==> config.mk <==
export PLATFORM = sky130hd
export DESIGN_NAME = seq_mult_param
export DESIGN_NICKNAME = d
export VERILOG_FILES = /design/src/rtl/seq_mult_param.sv
export SDC_FILE = /design/constraint.sdc
export NUM_CORES = 1
export LEC_CHECK = 0
export ABC_CLOCK_PERIOD_IN_PS = 2400
export CAP_MARGIN = 25
export CELL_PAD_IN_SITES_DETAIL_PLACEMENT = 1
export CELL_PAD_IN_SITES_GLOBAL_PLACEMENT = 1
export CORE_MARGIN = 5
export CORE_UTILIZATION = 44
export CTS_BUF_LIST = sky130_fd_sc_hd__clkbuf_4 sky130_fd_sc_hd__clkbuf_8
export CTS_CLUSTER_SIZE = 30
export DETAILED_ROUTE_END_ITERATION = 10
export PLACE_DENSITY = 0.91
export SLEW_MARGIN = 20
export SYNTH_ARGS = -nofsm -noshare
export SYNTH_HDL_FRONTEND = slang
export SYNTH_SLANG_ARGS = --single-unit
==> constraint.sdc <==
create_clock -name clk -period 2.4 [get_ports clk]
set_input_delay 0.72 -clock clk [delete_from_list [all_inputs] [get_ports clk]]
set_output_delay 0.72 -clock clk [all_outputs]
set_load 0.02 [all_outputs]
==> src/rtl/seq_mult_param.sv <==
// Iterative shift-add multiplier, WIDTH+1 cycle fixed latency, signed/unsigned per operation.
// Optional overflow flag enabled by defining MULT_OVF_FLAG_EN.
module seq_mult_param #(
  parameter int WIDTH = 16
) (
  input  logic             clk,
  input  logic             rst,
  input  logic             start,
  input  logic             signed_mode,
  input  logic [WIDTH-1:0] a,
  input  logic [WIDTH-1:0] b,
  output logic             busy,
  output logic             done,
  output logic [WIDTH-1:0] product_hi,
  output logic [WIDTH-1:0] product_lo
`ifdef MULT_OVF_FLAG_EN
  ,
  output logic             overflow
`endif
);

  localparam int CW = $clog2(WIDTH);

  typedef enum logic [1:0] {IDLE, RUN, FIX} state_t;

  state_t            state;
  logic [CW-1:0]     cnt;
  logic [WIDTH-1:0]  mcand;
  logic [WIDTH-1:0]  acc;
  logic [WIDTH-1:0]  mreg;
  logic              neg;
  logic [WIDTH:0]    sum;
  logic [2*WIDTH-1:0] raw;
  logic [2*WIDTH-1:0] res;

  // Magnitude fits in WIDTH unsigned bits even for the most-negative value.
  function automatic logic [WIDTH-1:0] magnitude(input logic [WIDTH-1:0] v, input logic sgn);
    return (sgn && v[WIDTH-1]) ? -v : v;
  endfunction

  function automatic logic [2*WIDTH-1:0] apply_sign(input logic [2*WIDTH-1:0] v, input logic n);
    return n ? -v : v;
  endfunction

`ifdef MULT_OVF_FLAG_EN
  logic sgn_mode;

  function automatic logic ovf_of(input logic [2*WIDTH-1:0] p, input logic sgn);
    if (sgn)
      return p[2*WIDTH-1:WIDTH] != {WIDTH{p[WIDTH-1]}};
    else
      return p[2*WIDTH-1:WIDTH] != '0;
  endfunction
`endif

  assign sum = {1'b0, acc} + {1'b0, mcand};
  assign raw = {acc, mreg};
  assign res = apply_sign(raw, neg);

  // Control and result registers: asynchronously reset.
  always_ff @(posedge clk or posedge rst) begin
    if (rst) begin
      state      <= IDLE;
      cnt        <= '0;
      busy       <= 1'b0;
      done       <= 1'b0;
      product_hi <= '0;
      product_lo <= '0;
`ifdef MULT_OVF_FLAG_EN
      overflow   <= 1'b0;
`endif
    end else begin
      done <= 1'b0;
      case (state)
        IDLE: begin
          if (start) begin
            cnt   <= '0;
            busy  <= 1'b1;
            state <= RUN;
          end
        end
        RUN: begin
          cnt <= cnt + CW'(1);
          if (cnt == CW'(WIDTH - 1))
            state <= FIX;
        end
        FIX: begin
          {product_hi, product_lo} <= res;
`ifdef MULT_OVF_FLAG_EN
          overflow <= ovf_of(res, sgn_mode);
`endif
          done  <= 1'b1;
          busy  <= 1'b0;
          state <= IDLE;
        end
        default: state <= IDLE;
      endcase
    end
  end

  // Datapath registers: no reset needed, always loaded before use.
  always_ff @(posedge clk) begin
    if (state == IDLE && start) begin
      mcand <= magnitude(a, signed_mode);
      mreg  <= magnitude(b, signed_mode);
      neg   <= signed_mode & (a[WIDTH-1] ^ b[WIDTH-1]);
      acc   <= '0;
`ifdef MULT_OVF_FLAG_EN
      sgn_mode <= signed_mode;
`endif
    end else if (state == RUN) begin
      if (mreg[0])
        {acc, mreg} <= {sum, mreg[WIDTH-1:1]};
      else
        {acc, mreg} <= {1'b0, acc, mreg[WIDTH-1:1]};
    end
  end

endmodule

* After elaboration in Yosys (flattened, before gate mapping)
Index checks and enable logic that the tools add are counted.
Word-level totals: flip-flop bits (word level) 89, bits in latches 0, bits in writable memories 0, bits in read-only memories 0, input bits 36, logic and storage cells 47, memories kept 0
Operators by class: $add $sub $neg 5, multiply operators 0, divide/modulo/power cells 0, magnitude comparators 0, equal/unequal tests 5, shifts and indexed selects 0, mux-type cells 15, bitwise operators 2, reductions and logical operators 10
Operators by type and width (count):
- 16-bit 2-to-1 mux | 6
- 32-bit 2-to-1 mux | 1
- 16-bit negation | 2
- 32-bit negation | 1
- 16-bit by 16-bit adder with 17-bit output | 1
- 4-bit case mux with 2 select lines | 1
- 2-bit AND reduction | 3
- 2-bit nonzero test | 3
- 4-bit by 1-bit adder with 4-bit output (second input constant) | 1
- 4-bit equality test (second input constant) | 1
- 2-bit 2-to-1 mux | 2
- 4-bit 2-to-1 mux | 1
- 2-bit inequality test (second input constant) | 2
- 2-bit case mux with 2 select lines | 1
- 1-bit logical AND | 3
- 2-bit by 1-bit equality test with 1-bit output (second input constant) | 1
- 2-bit equality test (second input constant) | 1
- 2-bit logical NOT | 1
- 1-bit 2-to-1 mux | 2
- 1-bit case mux with 2 select lines | 1
- 1-bit bitwise AND | 1
- 1-bit bitwise XOR | 1

* Longest topological paths before layout
Gate-level depths: netlist (run 1).
word-level depth 4, depth in mapped cells 8, gate-level depth less buffers 8

* Worst setup path before layout (run 1)
No wires, ideal clock.
path type register -> register, start point register mcand[0], end point register acc[15], arrival 2.117 ns, data required time 2.272 ns, path slack 0.155 ns, cell stages (with the launch flop) 9, path through edfxtp_1 ha_1 fa_1 a21oi_1 o211a_1 nor2_1 a221o_1 a2111oi_0 nor2_1
On the way: cells in the longest elaborated chain, start to end 2
Ends and longest elaborated chain:
- start: declaration | line 28 | logic [WIDTH-1:0] mcand;
- start signal: assignment | line 104 | mcand <= magnitude(a, signed_mode);
- 16-bit by 16-bit adder with 17-bit output | line 56 | assign sum = {1'b0, acc} + {1'b0, mcand};
- 16-bit 2-to-1 mux | line 112 | if (mreg[0])
- end signal: assignment | line 113 | {acc, mreg} <= {sum, mreg[WIDTH-1:1]};
- end signal: assignment | line 115 | {acc, mreg} <= {1'b0, acc, mreg[WIDTH-1:1]};
- end: declaration | line 29 | logic [WIDTH-1:0] acc;
Every way passes these cells. A chain may end at the register's enable or synchronous reset.

* Worst setup path after layout (run 1)
Ends and elaborated chain as after synthesis.

==> Implementation_results.wiki, run 1 <==
{| class="wikitable"
! Metric !! Value
|-
| Required @ worst endpoint || about 2.7 ns
|-
| Clock Tree Root || sky130_fd_sc_hd__clkbuf_8
|-
| Library cell with the largest summed area after synthesis || sky130_fd_sc_hd__dfrtp_1
|-
| Asr flop ratio synth || 44.9%
|-
| Number of CTS-inserted buffers || 9
|-
| Maximum operating frequency || 404 MHz
|-
| Placed insts || around 830
|-
| Minimum clock period after layout || 2.48 ns
|-
| Die height || 120 µm
|-
| Simple-Gate Fraction of Synth Area || ~17%
|-
| Fraction of synthesized cell area taken by the top area cell type || a little under a fifth
|-
| Xor-xnor portion of the synthesized cell area || between 10 and 15%
|-
| Area growth from synthesis to layout || 30.4%
|-
| Number of primary I/O pins || 70
|-
| Routed via count || 5,035
|-
| Worst hold-check path type || flop to flop
|-
| Standard cell area after detailed placement || 6560 µm²
|-
| Failing checks || setup timing
|-
| Worst path cell trace || ha_2 -> fa_2 -> a21oi_4 -> o211a_1 -> nor2_2 -> a221o_1 -> a2111oi_4 -> nor2_1
|-
| CTS H-tree depth || 3
|-
| Utilization of the core after routing || between 50% and 60%
|-
| Clock tree from TritonCTS || yes
|-
| DRT antenna net count || 0
|-
| Minimum hold slack || roughly 0.49 ns
|-
| Input/output buffers || 69
|-
| Share of cell area taken by muxes after synthesis || under 10%
|-
| CP max-delay cell || sky130_fd_sc_hd__edfxtp_1
|-
| Number of filler cells placed in the layout || ~1.4k
|-
| Slowest stage delay, CP || ~0.43 ns
|-
| Kind of start point of the critical path || flop
|-
| Pin count of the biggest net entering global routing || 67
|-
| Final setup violation count || 3
|-
| Commonest register cell after synthesis || sky130_fd_sc_hd__dfrtp_1
|-
| Antenna cell count || 0
|-
| Measured slew at the worst slew-check pin || a little over 0.6 ns
|-
| Worst Setup Slack post-DPL || -0.407 ns
|-
| Fraction of the cycle the final worst path needs || 103%
|-
| Setup TNS after final layout || -0.100 ns
|-
| Die W || 120 µm
|-
| Cells after Synth || 576
|-
| Worst Path Class, Setup || flop to flop
|-
| Synthesis warning total || 0
|-
| Global router's overall resource usage || a little under a quarter
|-
| Net count of the finished layout || 750
|-
| Maximum vdd drop || between 0.4 and 0.5 mV
|-
| Dominant cells by area after synthesis || sky130_fd_sc_hd__dfrtp_1, sky130_fd_sc_hd__edfxtp_1, sky130_fd_sc_hd__xor2_1, sky130_fd_sc_hd__nand2_1, sky130_fd_sc_hd__dfxtp_1
|-
| Critical-path maximum fanout || 2
|-
| Std-Cell Core Area || 11,900 µm²
|-
| Clk slew on worst S/H paths || approximately 0.10 ns
|-
| Power after layout || ~9 mW
|-
| Number of global-route vias before repair || 5,272
|-
| Longest Clk Path Bufs || 2
|-
| Syn Nets || 633
|-
| Final hold violations || 0
|-
| Worst setup margin || -0.0760 ns
|-
| Die area || 14,300 µm²
|-
| Post-Syn Area per Cell || just over 9 µm²
|-
| Drt pass-1 iters || 5
|-
| Reported leakage power || a little under 3 nW
|-
| Design area || between 6000 and 7000 µm²
|-
| Violation count after the first detailed-routing iteration || ~570
|-
| Max-slew violation count || 0
|-
| Worst relative slew slack || between 50% and 60%
|-
| # rows || 40
|-
| Number of max-capacitance violations reported || 0
|-
| Power Dens Cells || 1310 nW/µm²
|-
| Number of enable-type register cells in the synthesized netlist || 33
|-
| Netlist area before placement || 5300 µm²
|-
| Average wire per cell in the routed design || 20.9 µm
|-
| Number of antenna violations at the first check in global routing || 0
|-
| # clock sinks || between 80 and 90
|-
| Adder and majority cell fraction of the synthesized area || under 10%
|-
| RSZ-0062 raised after global routing || yes
|-
| Final Routed Wirelength || 17,600 µm
|-
| Worst-Skew Late Latency || about 0.38 ns
|-
| Dominant combinational cell family by area after synthesis || compound AO/OA/AOI/OAI gates
|-
| Crit path arrival time || approximately 2.8 ns
|-
| Placer congestion estimate || about 0.94
|-
| Compound-cell area share of the yosys netlist || 19.0%
|-
| Run status || finished with violations
|-
| Number of library cell types mapped by synthesis || 60
|-
| Fraction of final layout cells sized beyond drive strength 1 || around 15%
|-
| Final cell count without fillers || 845
|-
| Number of synthesized register bits || 89
|-
| Clk_skew || approximately 0.012 ns
|-
| Detail-routed via count per cell || roughly 6.0
|-
| Sequential element share of the synthesized area || 43.6%
|-
| Sum of net half-perimeters after detailed placement || 11,600 µm
|-
| Residual DRC count || 0
|-
| Remaining Overflow, GRT || 0
|-
| Buffers plus inverters on the worst setup path || 0
|-
| Critical Path Sink Type || flop
|-
| Starting density of the core || approximately 45%
|-
| Wire length of the first global-routing pass || between 20,000 and 30,000 µm
|-
| Cell family with the largest share of critical-path delay || compound AO/OA/AOI/OAI gates
|}
==> cells by family after synthesis <==
family,Yosys count
adder cells (fa/ha/maj),21
AND/OR/NAND/NOR,187
multiplexers,8
buffers and inverters,40
XOR/XNOR,68
flip-flops,89
AO/OA/AOI/OAI,163
==> metal layers <==
layer / routed length (µm) / vias up / global-route usage (%) / share of wire [%]
met4: 527 / 0 / 8.45 / 3.0
met2: 8770 / 227 / 39.9 / 50
met3: 1020 / 48 / 2.87 / 5.8
met5: 0 / - / 0 / 0
li1: - / 2290 / - / -
met1: 7310 / 2470 / 29.0 / 41
==> repair_timing <==
item,4_1_cts,5_1_grt
setup endpoints to repair,5,16
buffers inserted,0,1
hold buffers,0,0
pin swaps,0,7
resized for setup,4,18
endpoints found under the hold margin,0,0
==> final timing paths <==
| kind | to | slack (ns) | startpoint | cells past startpoint |
|---|---|---|---|---|
| max | acc[15] | -0.08 | mcand[0] | 8 |
| min | product_lo[10] | 0.49 | product_lo[10] | 2 |
| max reg2reg | acc[15] | -0.08 | mcand[0] | 8 |
| min reg2reg | product_lo[10] | 0.49 | product_lo[10] | 2 |
| max in group asynchronous | product_hi[7] | 1.29 | rst | 3 |
| min in group asynchronous | product_lo[3] | 0.76 | rst | 3 |
==> flip-flops by register name (all words and copies together) (netlist names) <==
signal,flops
acc,16
busy,1
cnt,4
done,1
mcand,16
mreg,16
neg,1
product_hi,16
product_lo,16
state,2
==> synth_stat cells (5+ instances only) <==
master	n
sky130_fd_sc_hd__a21o_1	6
sky130_fd_sc_hd__a21oi_1	31
sky130_fd_sc_hd__clkbuf_1	20
sky130_fd_sc_hd__dfrtp_1	40
sky130_fd_sc_hd__dfxtp_1	16
sky130_fd_sc_hd__edfxtp_1	33
sky130_fd_sc_hd__ha_1	20
sky130_fd_sc_hd__inv_1	16
sky130_fd_sc_hd__mux2i_1	6
sky130_fd_sc_hd__nand2_1	90
sky130_fd_sc_hd__nand3_1	10
sky130_fd_sc_hd__nor2_1	38
sky130_fd_sc_hd__nor3_1	7
sky130_fd_sc_hd__o21ai_0	43
sky130_fd_sc_hd__o21ai_1	37
sky130_fd_sc_hd__o31ai_1	8
sky130_fd_sc_hd__o41ai_1	5
sky130_fd_sc_hd__xnor2_1	18
sky130_fd_sc_hd__xor2_1	50
==> cell type report <==
cell class / count / area [µm²] / area share (%)
flip-flops and latches: 89 / 2310 / 33.4
multi-input cells: 447 / 2960 / 42.8
repair buffers: 130 / 1180 / 17.0
well taps: 147 / 184 / 2.66
clock buffers: 10 / 131 / 1.90
clock inverters: 6 / 91.3 / 1.32
inverters: 16 / 60.1 / 0.868
==> worst min-delay path: stages, from the launching register on <==
cell and delay, ns:
sky130_fd_sc_hd__dfrtp_1 0.35, sky130_fd_sc_hd__nand2_1 0.05, sky130_fd_sc_hd__o21ai_0 0.06
==> cells in the final DEF (no fill, tap or decap), types with 6 or more instances in the layout <==
cell type / n
sky130_fd_sc_hd__nand2_1: 90
sky130_fd_sc_hd__clkdlybuf4s50_1: 67
sky130_fd_sc_hd__buf_4: 59
sky130_fd_sc_hd__xor2_1: 50
sky130_fd_sc_hd__o21ai_0: 43
sky130_fd_sc_hd__dfrtp_1: 40
sky130_fd_sc_hd__nor2_1: 37
sky130_fd_sc_hd__o21ai_1: 36
sky130_fd_sc_hd__edfxtp_1: 33
sky130_fd_sc_hd__a21oi_1: 30
sky130_fd_sc_hd__ha_1: 19
sky130_fd_sc_hd__xnor2_1: 17
sky130_fd_sc_hd__inv_1: 16
sky130_fd_sc_hd__dfxtp_1: 16
sky130_fd_sc_hd__nand3_1: 9
sky130_fd_sc_hd__clkbuf_8: 9
sky130_fd_sc_hd__nor3_1: 7
sky130_fd_sc_hd__mux2i_1: 6
sky130_fd_sc_hd__o31ai_1: 6
sky130_fd_sc_hd__a21o_1: 6
==> power breakdown <==
group | leakage, nW | internal (mW) | switching (mW)
Sequential | 0.933 | 2.29 | 0.563
Combinational | 1.92 | 2.13 | 2.85
Clock | 0.114 | 0.605 | 0.601
Total | 2.97 | 5.03 | 4.01
Note: power is estimated with default switching activity, not from simulation.
==> inputs of run 2 (changes only) <==
- CORE_MARGIN: 5 -> not set
- CTS_CLUSTER_SIZE: 30 -> not set
- SKIP_CTS_REPAIR_TIMING: not set -> 1
==> run 2 against run 1 <==
Compared with the run above: the run ends with DRC left; clock skew increased by 0.0037 ns; register-to-register slack gained 0.11 ns; maximum frequency grew 4.5%; critical path type unchanged; largest cell class unchanged; largest power group unchanged.
==> Implementation_results.wiki, run 2 (synthesis results as in run 1) <==
{| class="wikitable"
! Metric !! Value
|-
| Routed via count || 4,983 (was 5,035)
|-
| Failing checks || DRC (was setup timing)
|-
| Reported leakage power || 2.95 nW (was 2.97 nW)
|-
| Number of CTS-inserted buffers || 9 (unchanged)
|-
| Max-slew violation count || 0 (unchanged)
|-
| Global router's overall resource usage || 28.7% (was 22.8%)
|-
| Worst-Skew Late Latency || 0.40 ns (was 0.38 ns)
|-
| Area growth from synthesis to layout || 30.0% (was 30.4%)
|-
| Longest Clk Path Bufs || 2 (unchanged)
|-
| DRT antenna net count || 0 (unchanged)
|-
| Utilization of the core after routing || 59.6% (was 58.1%)
|-
| Kind of start point of the critical path || flop (unchanged)
|-
| Run status || finished with violations (unchanged)
|-
| Maximum operating frequency || 422 MHz (was 404 MHz)
|-
| RSZ-0062 raised after global routing || yes (unchanged)
|-
| Reg2Reg Launch Point || mreg[15] (was mcand[0])
|-
| Design area || 6890 µm² (was 6920 µm²)
|-
| Worst hold-check path type || flop to flop (unchanged)
|-
| Final hold violations || 0 (unchanged)
|-
| Residual DRC count || 7 (was 0)
|-
| Critical-path maximum fanout || 3 (was 2)
|-
| Maximum vdd drop || 0.455 mV (was 0.457 mV)
|-
| Antenna cell count || 0 (unchanged)
|-
| Starting density of the core || 45.8% (was 44.5%)
|-
| Required @ worst endpoint || 2.68 ns (was 2.67 ns)
|-
| Clock tree from TritonCTS || yes (unchanged)
|-
| Die height || 112 µm (was 120 µm)
|-
| Fraction of the cycle the final worst path needs || 98.8% (was 103%)
|-
| Clk slew on worst S/H paths || 0.09 ns (was 0.10 ns)
|-
| Cells on Worst Hold Path || 2 (unchanged)
|-
| Die area || 12,500 µm² (was 14,300 µm²)
|-
| Detail-routed via count per cell || 5.90 (was 5.96)
|-
| Final Routed Wirelength || 17,700 µm (was 17,600 µm)
|-
| Minimum clock period after layout || 2.37 ns (was 2.48 ns)
|-
| Power Dens Cells || 1300 nW/µm² (was 1310 nW/µm²)
|-
| Worst relative slew slack || 66.1% (was 59.0%)
|-
| # clock sinks || 89 (unchanged)
|-
| Worst setup slack for register-to-register paths || 0.03 ns (was -0.08 ns)
|-
| Number of antenna violations at the first check in global routing || 0 (unchanged)
|-
| Most common cell after layout, fill and taps aside || sky130_fd_sc_hd__nand2_1 (unchanged)
|-
| Placer congestion estimate || 0.857 (was 0.941)
|-
| Std-Cell Core Area || 11,600 µm² (was 11,900 µm²)
|-
| # rows || 39 (was 40)
|-
| Measured slew at the worst slew-check pin || 0.508 ns (was 0.614 ns)
|-
| Sum of net half-perimeters after detailed placement || 12,600 µm (was 11,600 µm)
|-
| Critical R2R Capture || product_hi[4] (was acc[15])
|-
| Clk_skew || 0.0154 ns (was 0.0117 ns)
|-
| Number of filler cells placed in the layout || 1,351 (was 1,384)
|-
| Worst-case reg-to-reg path depth || 6 (was 8)
|-
| Average wire per cell in the routed design || 20.9 µm (about the same)
|-
| Commonest non-fill, non-tap cells in the layout || sky130_fd_sc_hd__nand2_1, sky130_fd_sc_hd__clkdlybuf4s50_1, sky130_fd_sc_hd__buf_4 (unchanged)
|-
| Pin count of the biggest net entering global routing || 67 (unchanged)
|-
| Input/output buffers || 69 (unchanged)
|-
| Drt pass-1 iters || 10 (was 5)
|-
| Critical Path Sink Type || flop (unchanged)
|-
| Power after layout || 8.98 mW (was 9.04 mW)
|-
| CTS H-tree depth || 3 (unchanged)
|-
| Remaining Overflow, GRT || 0 (unchanged)
|-
| Start point of the worst min-delay path || product_hi[14] (was product_lo[10])
|-
| Standard cell area after detailed placement || 6580 µm² (was 6560 µm²)
|-
| Number of primary I/O pins || 70 (unchanged)
|-
| Final setup violation count || 0 (was 3)
|-
| Clock Tree Root || sky130_fd_sc_hd__clkbuf_8 (unchanged)
|-
| Worst Path Class, Setup || flop to flop (unchanged)
|-
| Number of max-capacitance violations reported || 0 (unchanged)
|-
| Hold-critical path endpoint || product_hi[14] (was product_lo[10])
|-
| Setup TNS after final layout || 0 ns (was -0.100 ns)
|-
| Wire length of the first global-routing pass || 27,500 µm (was 26,600 µm)
|-
| Crit path arrival time || 2.65 ns (was 2.75 ns)
|-
| Die W || 112 µm (was 120 µm)
|-
| Number of global-route vias before repair || 5,352 (was 5,272)
|-
| Violation count after the first detailed-routing iteration || 428 (was 574)
|-
| Fraction of final layout cells sized beyond drive strength 1 || 15.1% (was 15.2%)
|-
| Net count of the finished layout || 753 (was 750)
|}
run 2: worst max-delay path by stage:
stage                        start             to  slack [ns]
after floorplan           mcand[0]        acc[15]        0.16
after global placement        b[8]       mreg[14]       -0.22
after detailed placement      b[2]       mreg[11]       -0.51
after CTS                 mcand[0]        acc[15]       -0.17
after global routing      mcand[4]        acc[15]       -0.05
final                     mreg[15]  product_hi[4]        0.03
run 2: metrics by stage:
step | instances | hold WS, ns | setup WS [ns]
6_report | 844 | 0.494 | 0.0298
3_3_place_gp | 827 | 0.462 | -0.225
3_5_place_dp | 827 | 0.478 | -0.505
2_1_floorplan | 576 | 0.472 | 0.155
4_1_cts | 843 | 0.500 | -0.168
5_1_grt | 844 | 0.524 | -0.0496
run 2: layer usage:
layer	global-route usage [%]	part of all wire, %
met1	33.5	40
met5	0	0
met4	14.2	3.7
met3	5.66	5.1
met2	50.1	51
run 2: area by class of cell:
class	count	area (µm²)	share of cell area, %
flip-flops and latches	89	2310	33.6
repair buffers	133	1200	17.4
clock buffers	14	180	2.61
clock inverters	2	35.0	0.508
multi-input cells	447	2930	42.5
well taps	143	179	2.60
inverters	16	60.1	0.872
run 2: critical path: stages, from the launching register on:
cell,delay (ns)
sky130_fd_sc_hd__edfxtp_1,0.40
sky130_fd_sc_hd__or4_1,0.62
sky130_fd_sc_hd__or2_2,0.35
sky130_fd_sc_hd__or3_4,0.43
sky130_fd_sc_hd__o31ai_4,0.19
sky130_fd_sc_hd__xor2_1,0.20
sky130_fd_sc_hd__o21ai_1,0.07
run 2: power by group:
part	switching (mW)	internal (mW)
Clock	0.586	0.590
Sequential	0.583	2.30
Combinational	2.79	2.14
==> inputs of run 3 (changes only) <==
- RECOVER_POWER: not set -> 25
==> run 3 against run 2 <==
Compared with the run above: the run still ends with DRC left; first-iteration DRC count is the same; cell area is essentially flat; power is essentially flat; largest power group unchanged; highest routed layer unchanged.
==> Implementation_results.wiki, run 3 (synthesis results as in run 1) <==
{| class="wikitable"
! Metric !! Value
|-
| Pin count of the biggest net entering global routing || 67 (unchanged)
|-
| Design area || 6890 µm² (about the same)
|-
| Clk_skew || 0.0154 ns (about the same)
|-
| Required @ worst endpoint || 2.68 ns (about the same)
|-
| Clk slew on worst S/H paths || 0.09 ns (about the same)
|-
| Final hold violations || 0 (unchanged)
|-
| Maximum operating frequency || 422 MHz (unchanged)
|-
| Wire length of the first global-routing pass || 27,500 µm (unchanged)
|-
| Remaining Overflow, GRT || 0 (unchanged)
|-
| Number of max-capacitance violations reported || 0 (unchanged)
|-
| Die area || 12,500 µm² (unchanged)
|-
| CTS H-tree depth || 3 (unchanged)
|-
| Worst relative slew slack || 34.6% (was 66.1%)
|-
| Failing checks || DRC (unchanged)
|-
| Maximum vdd drop || 0.455 mV (about the same)
|-
| Worst-case reg-to-reg path depth || 6 (unchanged)
|-
| Residual DRC count || 7 (unchanged)
|-
| Number of primary I/O pins || 70 (unchanged)
|-
| DRT antenna net count || 0 (unchanged)
|-
| Input/output buffers || 69 (unchanged)
|-
| Worst setup path startpoint || mreg[15] (unchanged)
|-
| Kind of start point of the critical path || flop (unchanged)
|-
| Net count of the finished layout || 753 (unchanged)
|-
| Fraction of final layout cells sized beyond drive strength 1 || 15.1% (unchanged)
|-
| Worst hold-check path type || flop to flop (unchanged)
|-
| Worst Path Class, Setup || flop to flop (unchanged)
|-
| # rows || 39 (unchanged)
|-
| Routed via count || 4,996 (was 4,983)
|-
| Final Routed Wirelength || 17,700 µm (about the same)
|-
| Std-Cell Core Area || 11,600 µm² (unchanged)
|-
| Minimum clock period after layout || 2.37 ns (unchanged)
|-
| Crit path arrival time || 2.65 ns (about the same)
|-
| Worst setup slack for register-to-register paths || 0.03 ns (about the same)
|-
| Detail-routed via count per cell || 5.92 (was 5.90)
|-
| Sum of net half-perimeters after detailed placement || 12,600 µm (unchanged)
|-
| Reported leakage power || 2.95 nW (about the same)
|-
| Violation count after the first detailed-routing iteration || 428 (unchanged)
|-
| Clock tree from TritonCTS || yes (unchanged)
|-
| Standard cell area after detailed placement || 6580 µm² (unchanged)
|-
| RSZ-0062 raised after global routing || yes (unchanged)
|-
| Reg2Reg Launch Point || mreg[15] (unchanged)
|-
| Die W || 112 µm (unchanged)
|-
| Most common cell after layout, fill and taps aside || sky130_fd_sc_hd__nand2_1 (unchanged)
|-
| Antenna cell count || 0 (unchanged)
|-
| Power Dens Cells || 1300 nW/µm² (about the same)
|-
| Area growth from synthesis to layout || 29.9% (was 30.0%)
|-
| Run status || finished with violations (unchanged)
|-
| # clock sinks || 89 (unchanged)
|-
| Global router's overall resource usage || 28.7% (unchanged)
|-
| Critical R2R Capture || product_hi[4] (unchanged)
|-
| Placer congestion estimate || 0.857 (unchanged)
|-
| Critical Path Sink Type || flop (unchanged)
|-
| Worst-Skew Late Latency || 0.40 ns (about the same)
|-
| Drt pass-1 iters || 10 (unchanged)
|-
| Starting density of the core || 45.8% (unchanged)
|-
| Die height || 112 µm (unchanged)
|-
| Number of global-route vias before repair || 5,352 (unchanged)
|-
| Average wire per cell in the routed design || 20.9 µm (about the same)
|-
| Minimum hold slack || 0.494 ns (unchanged)
|-
| Clock Tree Root || sky130_fd_sc_hd__clkbuf_8 (unchanged)
|-
| Longest Clk Path Bufs || 2 (unchanged)
|-
| Final setup violation count || 0 (unchanged)
|-
| Critical path endpoint || product_hi[4] (unchanged)
|-
| Measured slew at the worst slew-check pin || 0.980 ns (was 0.508 ns)
|-
| Number of CTS-inserted buffers || 9 (unchanged)
|-
| Critical-path maximum fanout || 3 (unchanged)
|-
| Max-slew violation count || 0 (unchanged)
|-
| Fraction of the cycle the final worst path needs || 98.8% (unchanged)
|-
| Commonest non-fill, non-tap cells in the layout || sky130_fd_sc_hd__nand2_1, sky130_fd_sc_hd__clkdlybuf4s50_1, sky130_fd_sc_hd__buf_4 (unchanged)
|-
| Number of antenna violations at the first check in global routing || 0 (unchanged)
|}
[run 3: changes by cell type in the layout (fill, tap and decap cells not counted)]
cell and change:
sky130_fd_sc_hd__clkbuf_2 +1, sky130_fd_sc_hd__dlygate4sd3_1 +2, sky130_fd_sc_hd__buf_4 -1, sky130_fd_sc_hd__clkdlybuf4s50_1 -2
[run 3: worst min path at each step]
| stage | startpoint | endpoint | slack [ns] | cells after the start |
|---|---|---|---|---|
| floorplan | cnt[2] | cnt[2] | 0.47 | 1 |
| global placement | product_lo[10] | product_lo[10] | 0.46 | 2 |
| detailed placement | product_lo[2] | product_lo[2] | 0.48 | 2 |
| CTS | product_hi[14] | product_hi[14] | 0.50 | 2 |
| global route | product_hi[14] | product_hi[14] | 0.52 | 2 |
| finish | product_hi[14] | product_hi[14] | 0.49 | 2 |
[run 3: area by class of cell]
| class | count | area (µm²) |
|---|---|---|
| Timing Repair Buffer | 133 | 1190 |
| Multi-Input combinational cell | 447 | 2930 |
| Clock buffer | 14 | 180 |
| Tap cell | 143 | 179 |
| Clock inverter | 2 | 35.0 |
| Inverter | 16 | 60.1 |
| Sequential cell | 89 | 2310 |
| Fill cell | 1352 | 4680 |
[run 3: metal layers]
metal / part of all wire (%) / up-vias / GRT usage, %
li1: - / 2300 / -
met1: 40 / 2474 / 33.5
met2: 51 / 170 / 50.1
met3: 5.2 / 52 / 5.66
met4: 3.6 / 0 / 14.2
met5: 0 / - / 0
[run 3: worst max-delay path: stages (launching register included)]
cell	delay (ns)
sky130_fd_sc_hd__edfxtp_1	0.40
sky130_fd_sc_hd__or4_1	0.62
sky130_fd_sc_hd__or2_2	0.35
sky130_fd_sc_hd__or3_4	0.43
sky130_fd_sc_hd__o31ai_4	0.19
sky130_fd_sc_hd__xor2_1	0.20
sky130_fd_sc_hd__o21ai_1	0.07
[run 3: metrics by stage]
step / setup WS [ns] / setup TNS, ns / cells / utilization (%) / total power [mW]
after detailed placement: -0.505 / -3.93 / 827 / 56.9 / 7.51
after global routing: -0.0496 / -0.112 / 844 / 59.6 / 9.46
after CTS: -0.168 / -0.415 / 843 / 58.8 / 8.81
after global placement: -0.225 / -1.24 / 827 / 56.9 / 7.12
after floorplan: 0.155 / 0 / 576 / - / 5.45
final: 0.0298 / 0 / 844 / 59.6 / 8.98
[run 3: power breakdown]
| group | total [mW] | switching (mW) | internal [mW] |
|---|---|---|---|
| clock | 1.18 | 0.586 | 0.590 |
| combinational | 4.93 | 2.79 | 2.13 |
| sequential | 2.88 | 0.583 | 2.30 |
| total | 8.98 | 3.96 | 5.02 |
